## config.mk

```make
export PLATFORM = sky130hd
export DESIGN_NAME = batrider_snd_bridge
export DESIGN_NICKNAME = d
export VERILOG_FILES = /design/src/rtl/batrider_snd_bridge.sv
export SDC_FILE = /design/constraint.sdc
export NUM_CORES = 1
export LEC_CHECK = 0
export BUFFER_PORTS_ARGS = -buffer_cell sky130_fd_sc_hd__buf_2
export CAP_MARGIN = 20
export CELL_PAD_IN_SITES_DETAIL_PLACEMENT = 0
export CELL_PAD_IN_SITES_GLOBAL_PLACEMENT = 1
export CORE_MARGIN = 5
export CORE_UTILIZATION = 48
export DETAILED_ROUTE_END_ITERATION = 8
export PLACE_DENSITY = 0.79
export SLEW_MARGIN = 20
export SYNTH_ARGS = -nofsm -noshare
export SYNTH_HDL_FRONTEND = slang
export SYNTH_SLANG_ARGS = --single-unit
```

## constraint.sdc

```tcl
create_clock -name CLK96 -period 3.4 [get_ports CLK96]
set_clock_uncertainty 0.1 [all_clocks]
set_input_delay 0.17 -clock CLK96 [delete_from_list [all_inputs] [get_ports CLK96]]
set_output_delay 0.17 -clock CLK96 [all_outputs]
set_load 0.005 [all_outputs]
```

## src/rtl/batrider_snd_bridge.sv

```systemverilog
// 68000 -> Batrider sound command bridge: queued SOUNDLATCH/2 delivery with NMI ack handshake,
// SOUNDLATCH3/4 + status read-back, latched host IRQ. Optional ack timeout: BATRIDER_SNDBRIDGE_TIMEOUT_EN.
module batrider_snd_bridge #(
  parameter int FIFO_AW     = 2,
  parameter int CS_LEN      = 4,
  parameter int TIMEOUT_CYC = 1048576
) (
  input  logic       CLK96,
  input  logic       RESET96,
  input  logic       M68_WR,
  input  logic       M68_RD,
  input  logic [1:0] M68_ADDR,
  input  logic [7:0] M68_DIN,
  output logic [7:0] M68_DOUT,
  output logic       M68_FULL,
  output logic       M68_IRQ,
  output logic [7:0] SOUNDLATCH,
  output logic [7:0] SOUNDLATCH2,
  output logic       SND_CS,
  input  logic       SND_WAIT,
  input  logic [7:0] SOUNDLATCH3,
  input  logic [7:0] SOUNDLATCH4,
  input  logic       SNDIRQ
);

  localparam int DEPTH = 1 << FIFO_AW;
  localparam int CW    = FIFO_AW + 1;
  localparam int CSW   = $clog2(CS_LEN);
  localparam logic [CW-1:0]  DEPTH_C = CW'(DEPTH);
  localparam logic [CSW-1:0] CS_LAST = CSW'(CS_LEN - 1);

  if (FIFO_AW < 1 || FIFO_AW > 3 || CS_LEN < 2 || TIMEOUT_CYC < 1) begin : g_param_check
    $error("batrider_snd_bridge: illegal parameter value");
  end

  typedef enum logic [2:0] {S_IDLE, S_LOAD, S_STROBE, S_ACK_HI, S_ACK_LO} state_t;

  state_t             state, state_next;
  logic [7:0]         stage1;
  logic [15:0]        fifo_mem [DEPTH];
  logic [FIFO_AW-1:0] wr_ptr, rd_ptr;
  logic [CW-1:0]      count, count_next;
  logic [CSW-1:0]     cs_cnt;
  logic               wr_stb, push_ok, pop, cs_d, busy;
  logic               stat_rd, ovf, ovf_set, tmo, to_hit;
  logic               irq_s1, irq_s2, irq_s3, irq_rise;

  assign wr_stb  = M68_WR && (M68_ADDR == 2'd1);
  assign push_ok = wr_stb && (count != DEPTH_C);
  assign ovf_set = wr_stb && (count == DEPTH_C);
  assign stat_rd = M68_RD && (M68_ADDR == 2'd0);

  // ---------------- delivery FSM ----------------
  always_ff @(posedge CLK96 or posedge RESET96) begin
    if (RESET96) state <= S_IDLE;
    else         state <= state_next;
  end

  // A push in the same cycle is enough to leave IDLE, so LOAD follows the push directly.
  always_comb begin
    state_next = state;
    case (state)
      S_IDLE:   if ((count != '0 || push_ok) && !SND_WAIT) state_next = S_LOAD;
      S_LOAD:   state_next = S_STROBE;
      S_STROBE: if (cs_cnt == CS_LAST) state_next = S_ACK_HI;
      S_ACK_HI: if (SND_WAIT)  state_next = S_ACK_LO;
      S_ACK_LO: if (!SND_WAIT) state_next = S_IDLE;
      default:  state_next = S_IDLE;
    endcase
    if (to_hit) state_next = S_IDLE;
  end

  always_comb begin
    pop  = (state == S_LOAD);
    cs_d = (state == S_STROBE);
    busy = (state != S_IDLE);
  end

  // NOTE: sequential state uses non-blocking assignments so every flop samples pre-edge values.
  always_ff @(posedge CLK96 or posedge RESET96) begin
    if (RESET96) begin
      cs_cnt      <= '0;
      SND_CS      <= 1'b0;
      SOUNDLATCH  <= 8'h00;
      SOUNDLATCH2 <= 8'h00;
    end else begin
      cs_cnt <= (state == S_STROBE) ? cs_cnt + 1'b1 : '0;
      SND_CS <= cs_d;
      if (pop) {SOUNDLATCH, SOUNDLATCH2} <= fifo_mem[rd_ptr];
    end
  end

  // ---------------- command FIFO ----------------
  always_comb begin
    count_next = count;
    case ({push_ok, pop})
      2'b10:   count_next = count + 1'b1;
      2'b01:   count_next = count - 1'b1;
      default: count_next = count;
    endcase
  end

  // NOTE: FIFO storage has no reset; emptiness is defined by count/pointers alone.
  always_ff @(posedge CLK96) begin
    if (push_ok) fifo_mem[wr_ptr] <= {stage1, M68_DIN};
  end

  always_ff @(posedge CLK96 or posedge RESET96) begin
    if (RESET96) begin
      wr_ptr   <= '0;
      rd_ptr   <= '0;
      count    <= '0;
      M68_FULL <= 1'b0;
      stage1   <= 8'h00;
    end else begin
      if (push_ok) wr_ptr <= wr_ptr + 1'b1;
      if (pop)     rd_ptr <= rd_ptr + 1'b1;
      count    <= count_next;
      M68_FULL <= (count_next == DEPTH_C);
      if (M68_WR && M68_ADDR == 2'd0) stage1 <= M68_DIN;
    end
  end

  // ---------------- host interrupt and sticky flags ----------------
  assign irq_rise = irq_s2 && !irq_s3;

  // Sets take priority over a coincident status-read clear.
  always_ff @(posedge CLK96 or posedge RESET96) begin
    if (RESET96) begin
      {irq_s1, irq_s2, irq_s3} <= 3'b000;
      M68_IRQ <= 1'b0;
      ovf     <= 1'b0;
    end else begin
      {irq_s1, irq_s2, irq_s3} <= {SNDIRQ, irq_s1, irq_s2};
      if (irq_rise)     M68_IRQ <= 1'b1;
      else if (stat_rd) M68_IRQ <= 1'b0;
      if (ovf_set)      ovf <= 1'b1;
      else if (stat_rd) ovf <= 1'b0;
    end
  end

`ifdef BATRIDER_SNDBRIDGE_TIMEOUT_EN
  localparam int TW = $clog2(TIMEOUT_CYC) + 1;
  localparam logic [TW-1:0] TO_LAST = TW'(TIMEOUT_CYC - 1);

  logic [TW-1:0] to_cnt;
  logic          in_ack;

  assign in_ack = (state == S_ACK_HI) || (state == S_ACK_LO);
  assign to_hit = in_ack && (to_cnt == TO_LAST);

  always_ff @(posedge CLK96 or posedge RESET96) begin
    if (RESET96) begin
      to_cnt <= '0;
      tmo    <= 1'b0;
    end else begin
      if (!in_ack || state_next != state) to_cnt <= '0;
      else                                to_cnt <= to_cnt + 1'b1;
      if (to_hit)       tmo <= 1'b1;
      else if (stat_rd) tmo <= 1'b0;
    end
  end
`else
  assign to_hit = 1'b0;
  assign tmo    = 1'b0;
`endif

  // ---------------- host read-back ----------------
  always_ff @(posedge CLK96 or posedge RESET96) begin
    if (RESET96) begin
      M68_DOUT <= 8'h00;
    end else if (M68_RD) begin
      case (M68_ADDR)
        2'd0:    M68_DOUT <= {busy, M68_IRQ, ovf, tmo, 4'(count)};
        2'd1:    M68_DOUT <= stage1;
        2'd2:    M68_DOUT <= SOUNDLATCH3;
        default: M68_DOUT <= SOUNDLATCH4;
      endcase
    end
  end

endmodule
```

Yosys cells after proc, flatten, opt, wreduce, memory -nomap -nowiden
Memories as Yosys holds them, arrays and structs flattened. A register that Yosys moved wholly into a read port is not among the register bits.
Index checks and enable logic that the tools add are counted.

word-level totals
  flip-flop bits (word level) = 35
  memory bits (writable) = 64
  input bits = 32
  output and inout port bits = 27
  logic and storage cells = 66
  memories = 1

cells by class
  $add $sub $neg = 5
  equality and inequality tests = 16
  mux-type cells = 13
  reductions and logical operators = 17

memory list
  name      depth  width  read ports  clocked after memory_dff  wr ports  line  RTL
  fifo_mem  4      16     1           1                         1         40    logic [15:0] fifo_mem [DEPTH];

operators with widths
  operator                                                            number
  8-bit one-hot mux with 3 select lines                               1
  3-bit one-hot mux with 5 select lines                               1
  3-bit two-way mux                                                   4
  3-bit == test, second input constant                                3
  1-bit logical AND                                                   7
  2-bit by 1-bit adder with 2-bit output, second input constant       3
  2-bit == test, second input constant                                3
  3-bit by 2-bit == test with 1-bit output, second input constant     2
  2-bit != test, second input constant                                3
  3-bit one-hot mux with 2 select lines                               1
  3-bit nonzero test                                                  2
  1-bit two-way mux                                                   5
  2-bit by 1-bit == test with 1-bit output, second input constant     2
  4-bit AND reduction                                                 1
  2-bit nonzero test                                                  2
  3-bit by 1-bit adder with 3-bit output, second input constant       1
  3-bit by 1-bit == test with 1-bit output, second input constant     1
  3-bit zero test                                                     1
  3-bit != test, second input constant                                1
  3-bit by 1-bit subtractor with 3-bit output, second input constant  1
  1-bit zero test                                                     2
  2-bit zero test                                                     1
  2-bit two-way mux                                                   1
  2-bit by 1-bit != test with 1-bit output, second input constant     1
  1-bit logical OR                                                    1

Longest topological paths before layout
  depth in word-level cells = 7
  mapped depth = 9
  depth with buffers taken out = 8

Least setup slack after synthesis
No wires, ideal clock.

  kind = register -> register
  start point = register count[0]
  end point = register M68_FULL
  library setup time = 94 ps
  data arrival time = 2,171 ps
  data required time = 3,206 ps
  path slack = 1,035 ps
  cell stages (with the launch flop) = 9
  path buffers = 0
  clock period less this slack = 2,365 ps
  path through = dfrtp_1 -> nor2_1 -> a21oi_1 -> inv_1 -> ha_1 -> fa_1 -> xnor2_1 -> or3_1 -> a211oi_1

on the way
  longest elaborated chain between the ends = 5

ends and longest elaborated chain
  element                                                                    line  RTL
  from (decl)                                                                42    logic [CW-1:0] count, count_next;
  from (signal assigned)                                                     118   count <= count_next;
  3-bit != test                                                              49    assign push_ok = wr_stb && (count != DEPTH_C);
  1-bit logical AND                                                          49
  2-bit by 1-bit == test with 1-bit output or 2-bit == test (tied branches)  96    case ({push_ok, pop})
  3-bit one-hot mux with 2 select lines *                                    96
  3-bit == test *                                                            119   M68_FULL <= (count_next == DEPTH_C);
  to (signal assigned)                                                       119
  to (decl)                                                                  15    output logic M68_FULL,

Every way passes the cells marked *; elsewhere a longest branch is shown, timed or not.
A chain may end at the register's enable or synchronous reset.

Worst setup path in the final report
Same ends and word-level chain as after synthesis.

==> results.md <==
- Status: completed
- Starting DRT DRC Count: 155
- Synth area leader: edfxtp_1
- Initial antenna violation count: 0
- Worst setup startpoint: count[0]
- Adder-cell share of the synthesized area: 0.0204
- Endpoint type of the worst setup path: flop
- Slew Limit Fails: 0
- Multiplexer area fraction after synthesis: 0.134
- Cell Rows: 36
- Synth warnings: 0
- Post-DP HPWL: 5890 µm
- Inserted Clock Buffers: 17
- WHS Path Cells: 3
- DR vias: 2696
- Ant diodes: 0
- Final Hold Fails: 0
- Hold path start: SOUNDLATCH3[2]
- Syn_nets: 324
- Xor/xnor share of the synthesized area: 0.00751
- DRC Markers: 0
- Die extent in y: 109 µm
- Syn Inst Count: 285
- Worst endpoint required time: ~3700 ps
- Finished Core Util: 0.606
- Yosys top cell area share: 0.412
- Clock share of power: 0.386
- Reg power frac: 0.408
- P_leak: between 2 and 2.5 nW
- Fillers: 744
- Area grow syn2layout: 25.3%
- 1st-pass router iterations: 4
- Minimum clock period: 2630 ps
- Peak VDD IR: 0.000467 V
- IO Port Bufs: 58
- Setup-failing EPs final: 0
- Initial Util: 0.484
- Total internal power: 0.00344 W
- Achievable frequency: 0.380 GHz
- Class of the worst hold path: input port to flop
- FF-to-FF End: M68_FULL
- Startpoint types: flop
- Part of the power in combinational logic: 0.207
- DR vias/cell: between 5 and 6
- Vias in the first global route: around 2900
- Slew margin rel.: 0.425
- Clock Pin Slew Worst Setup and Hold Paths: 60 ps
- Pwr dens: between 800 and 900 nW/µm²
- Drt total wl: between 9000 and 10000 µm
- Largest net degree at the start of global routing: 36
- Average size of a mapped cell: 16.4 µm²
- Yosys cell types: 42
- Share of cells above drive strength 1: 0.344
- Hold EP: M68_DOUT[2]
- Largest cells by area after synthesis: edfxtp_1, dfrtp_1, mux2i_1
- Compound-cell area share of the yosys netlist: 0.0700
- Internal reg-to-reg setup slack: 770 ps
- Post-CTS sizing: 0
- Max-Cap Viols: 0
- Drt wl/cell: ~19 µm
- CTS tree: yes
- Worst-Skew Late Latency: 510 ps
- Post-Syn Area: 4660 µm²
- CTS max path bufs: 2
- Worst-margin pin slew: 862 ps
- Post-synthesis sequential area ratio: 0.686
- GPL Wtd Cong: 0.730
- Die X: 109 µm
- Reg2reg path depth: 8
- RSZ-0062 raised after global routing: no
- Critical-path cell list: nor2_1 -> a21oi_1 -> inv_1 -> ha_1 -> fa_1 -> xnor2_1 -> or3_1 -> a211oi_1
- Number of synthesized register bits: around 120
- Ratio of final minimum period to clock period: 0.773
- Gr usage total: 0.177
- Synth Area in Simple Gates: 0.0550
- Total core area: 9640 µm²
- Largest family of logic cells by synthesized area: multiplexers
- I/O Pins: 59
- First-pass GRT wire length: approximately 15000 µm
- Worst path max stage delay: 450 ps
- Worst R2R Start: count[0]
- Switching power: 0.00135 W
- Crit-path max FO: 7
- Gr ovfl total: 0
- Final #Nets: just over 400
- Slowest cell on crit path: dfrtp_1
- Sw frac: 0.282
- H-tree levels: 4
- Clock root cell: clkbuf_8
- Antenna Violating Nets Remaining: 0
- Fin Setup TNS: 0 ps
- Die ar.: 11800 µm²
- CTS sink cnt: 115
- Critical path arrival: ~2900 ps
- Crit Path Class: flop to flop
[worst max-delay path: cells and delay by family, from the launching register on]
kind	cells	cell delay (ps)
compound gates	2	680
xor+xnor	1	140
fa+ha+maj	2	650
buf+inv	1	90
flops	1	450
simple gates	2	430
[cells in the mapped netlist, drive strengths merged]
library cell,count
nand4b,1
a2111o,1
nand3b,2
clkbuf,2
nor3,2
nand2,23
nand2b,2
a31oi,1
nor2,4
and2,5
o21ai,8
nor2b,2
fa,1
o22a,1
a21oi,4
a21boi,1
or3,2
a21o,1
nand3,1
clkinv,1
ha,6
mux4,5
edfxtp,64
mux2i,32
mux2,17
buf,13
inv,5
dfrtp,51
a211oi,1
or3b,2
nor3b,2
o221ai,16
a22oi,2
xnor2,4
[kinds of logic (layout without fill, tap and decap cells)]
group	after synthesis	count (layout)
XOR/XNOR	4	4
AND/OR/NAND/NOR	48	48
AO/OA/AOI/OAI	36	36
adder cells (fa/ha/maj)	7	7
flip-flops	115	115
multiplexers	54	54
buffers and inverters	21	117
[area by class of cell]
cell class,count,area (µm²),area share
Sequential cell,115,3200,0.547
Clock inverter,15,206,0.0353
Clock buffer,17,414,0.0709
Inverter,6,27.5,0.00471
Timing Repair Buffer,79,493,0.0844
Multi-Input combinational cell,149,1340,0.229
Tap cell,133,166,0.0285
[worst max path at each step]
stage / endpoint / slack (ps) / cells after the start
finish: M68_FULL / 770 / 8
global route: M68_FULL / 610 / 8
CTS: M68_FULL / 750 / 8
detailed placement: M68_FULL / 660 / 9
global placement: M68_FULL / 750 / 9
floorplan: M68_FULL / 1030 / 8
[power groups by stage]
stage	clock (W)	combinational, W	sequential (W)
floorplan	0	0.000721	0.00192
global placement	0	0.000960	0.00196
detailed placement	0	0.000979	0.00198
CTS	0.00187	0.00101	0.00195
global route	0.00195	0.00110	0.00198
finish	0.00184	0.000989	0.00195
[metal layers]
layer / GRT usage / up-vias / wire, µm
met5: 0 / - / 0
met4: 0.0568 / 0 / 41
met3: 0.0573 / 4 / 402
met2: 0.288 / 75 / 4830
met1: 0.225 / 1363 / 4240
li1: - / 1254 / -
[cells in the final DEF, fill, tap and decap left out, drive strengths merged, types with 5 or more instances in the layout]
cell and n:
mux2 17, edfxtp 64, clkbuf 17, o21ai 8
mux4 5, buf 61, dfrtp 51, dlygate4sd3 18
nand2 23, o221ai 16, clkinv 7, mux2i 32
and2 5, inv 8, ha 6
[flip-flops by register name (all words and copies together), names as in the netlist, 2 cells and up]
| register | count |
|---|---|
| state | 3 |
| count | 3 |
| M68_DOUT | 8 |
| stage1 | 8 |
| wr_ptr | 2 |
| SOUNDLATCH2 | 8 |
| rd_ptr | 2 |
| SOUNDLATCH | 8 |
| fifo_mem | 64 |
| cs_cnt | 2 |
[per-stage QoR]
stage                     instance area (µm²)  worst slack (ps)  power, W  std cells  hold slack, ps
after global routing                     5840               606   0.00503        514            11.6
after global placement                   5040               752   0.00292        464             180
final                                    5840               771   0.00478        514            21.0
after floorplan                          4660              1030   0.00264        285             101
after CTS                                5840               748   0.00483        514            2.23
after detailed placement                 5040               662   0.00295        464             180
[repair_timing]
item | 4_1_cts | 5_1_grt
buffers inserted | 0 | 0
hold endpoints to repair | 83 | 0
hold buffers | 18 | 0
Note: power is estimated with default switching activity, not from simulation.
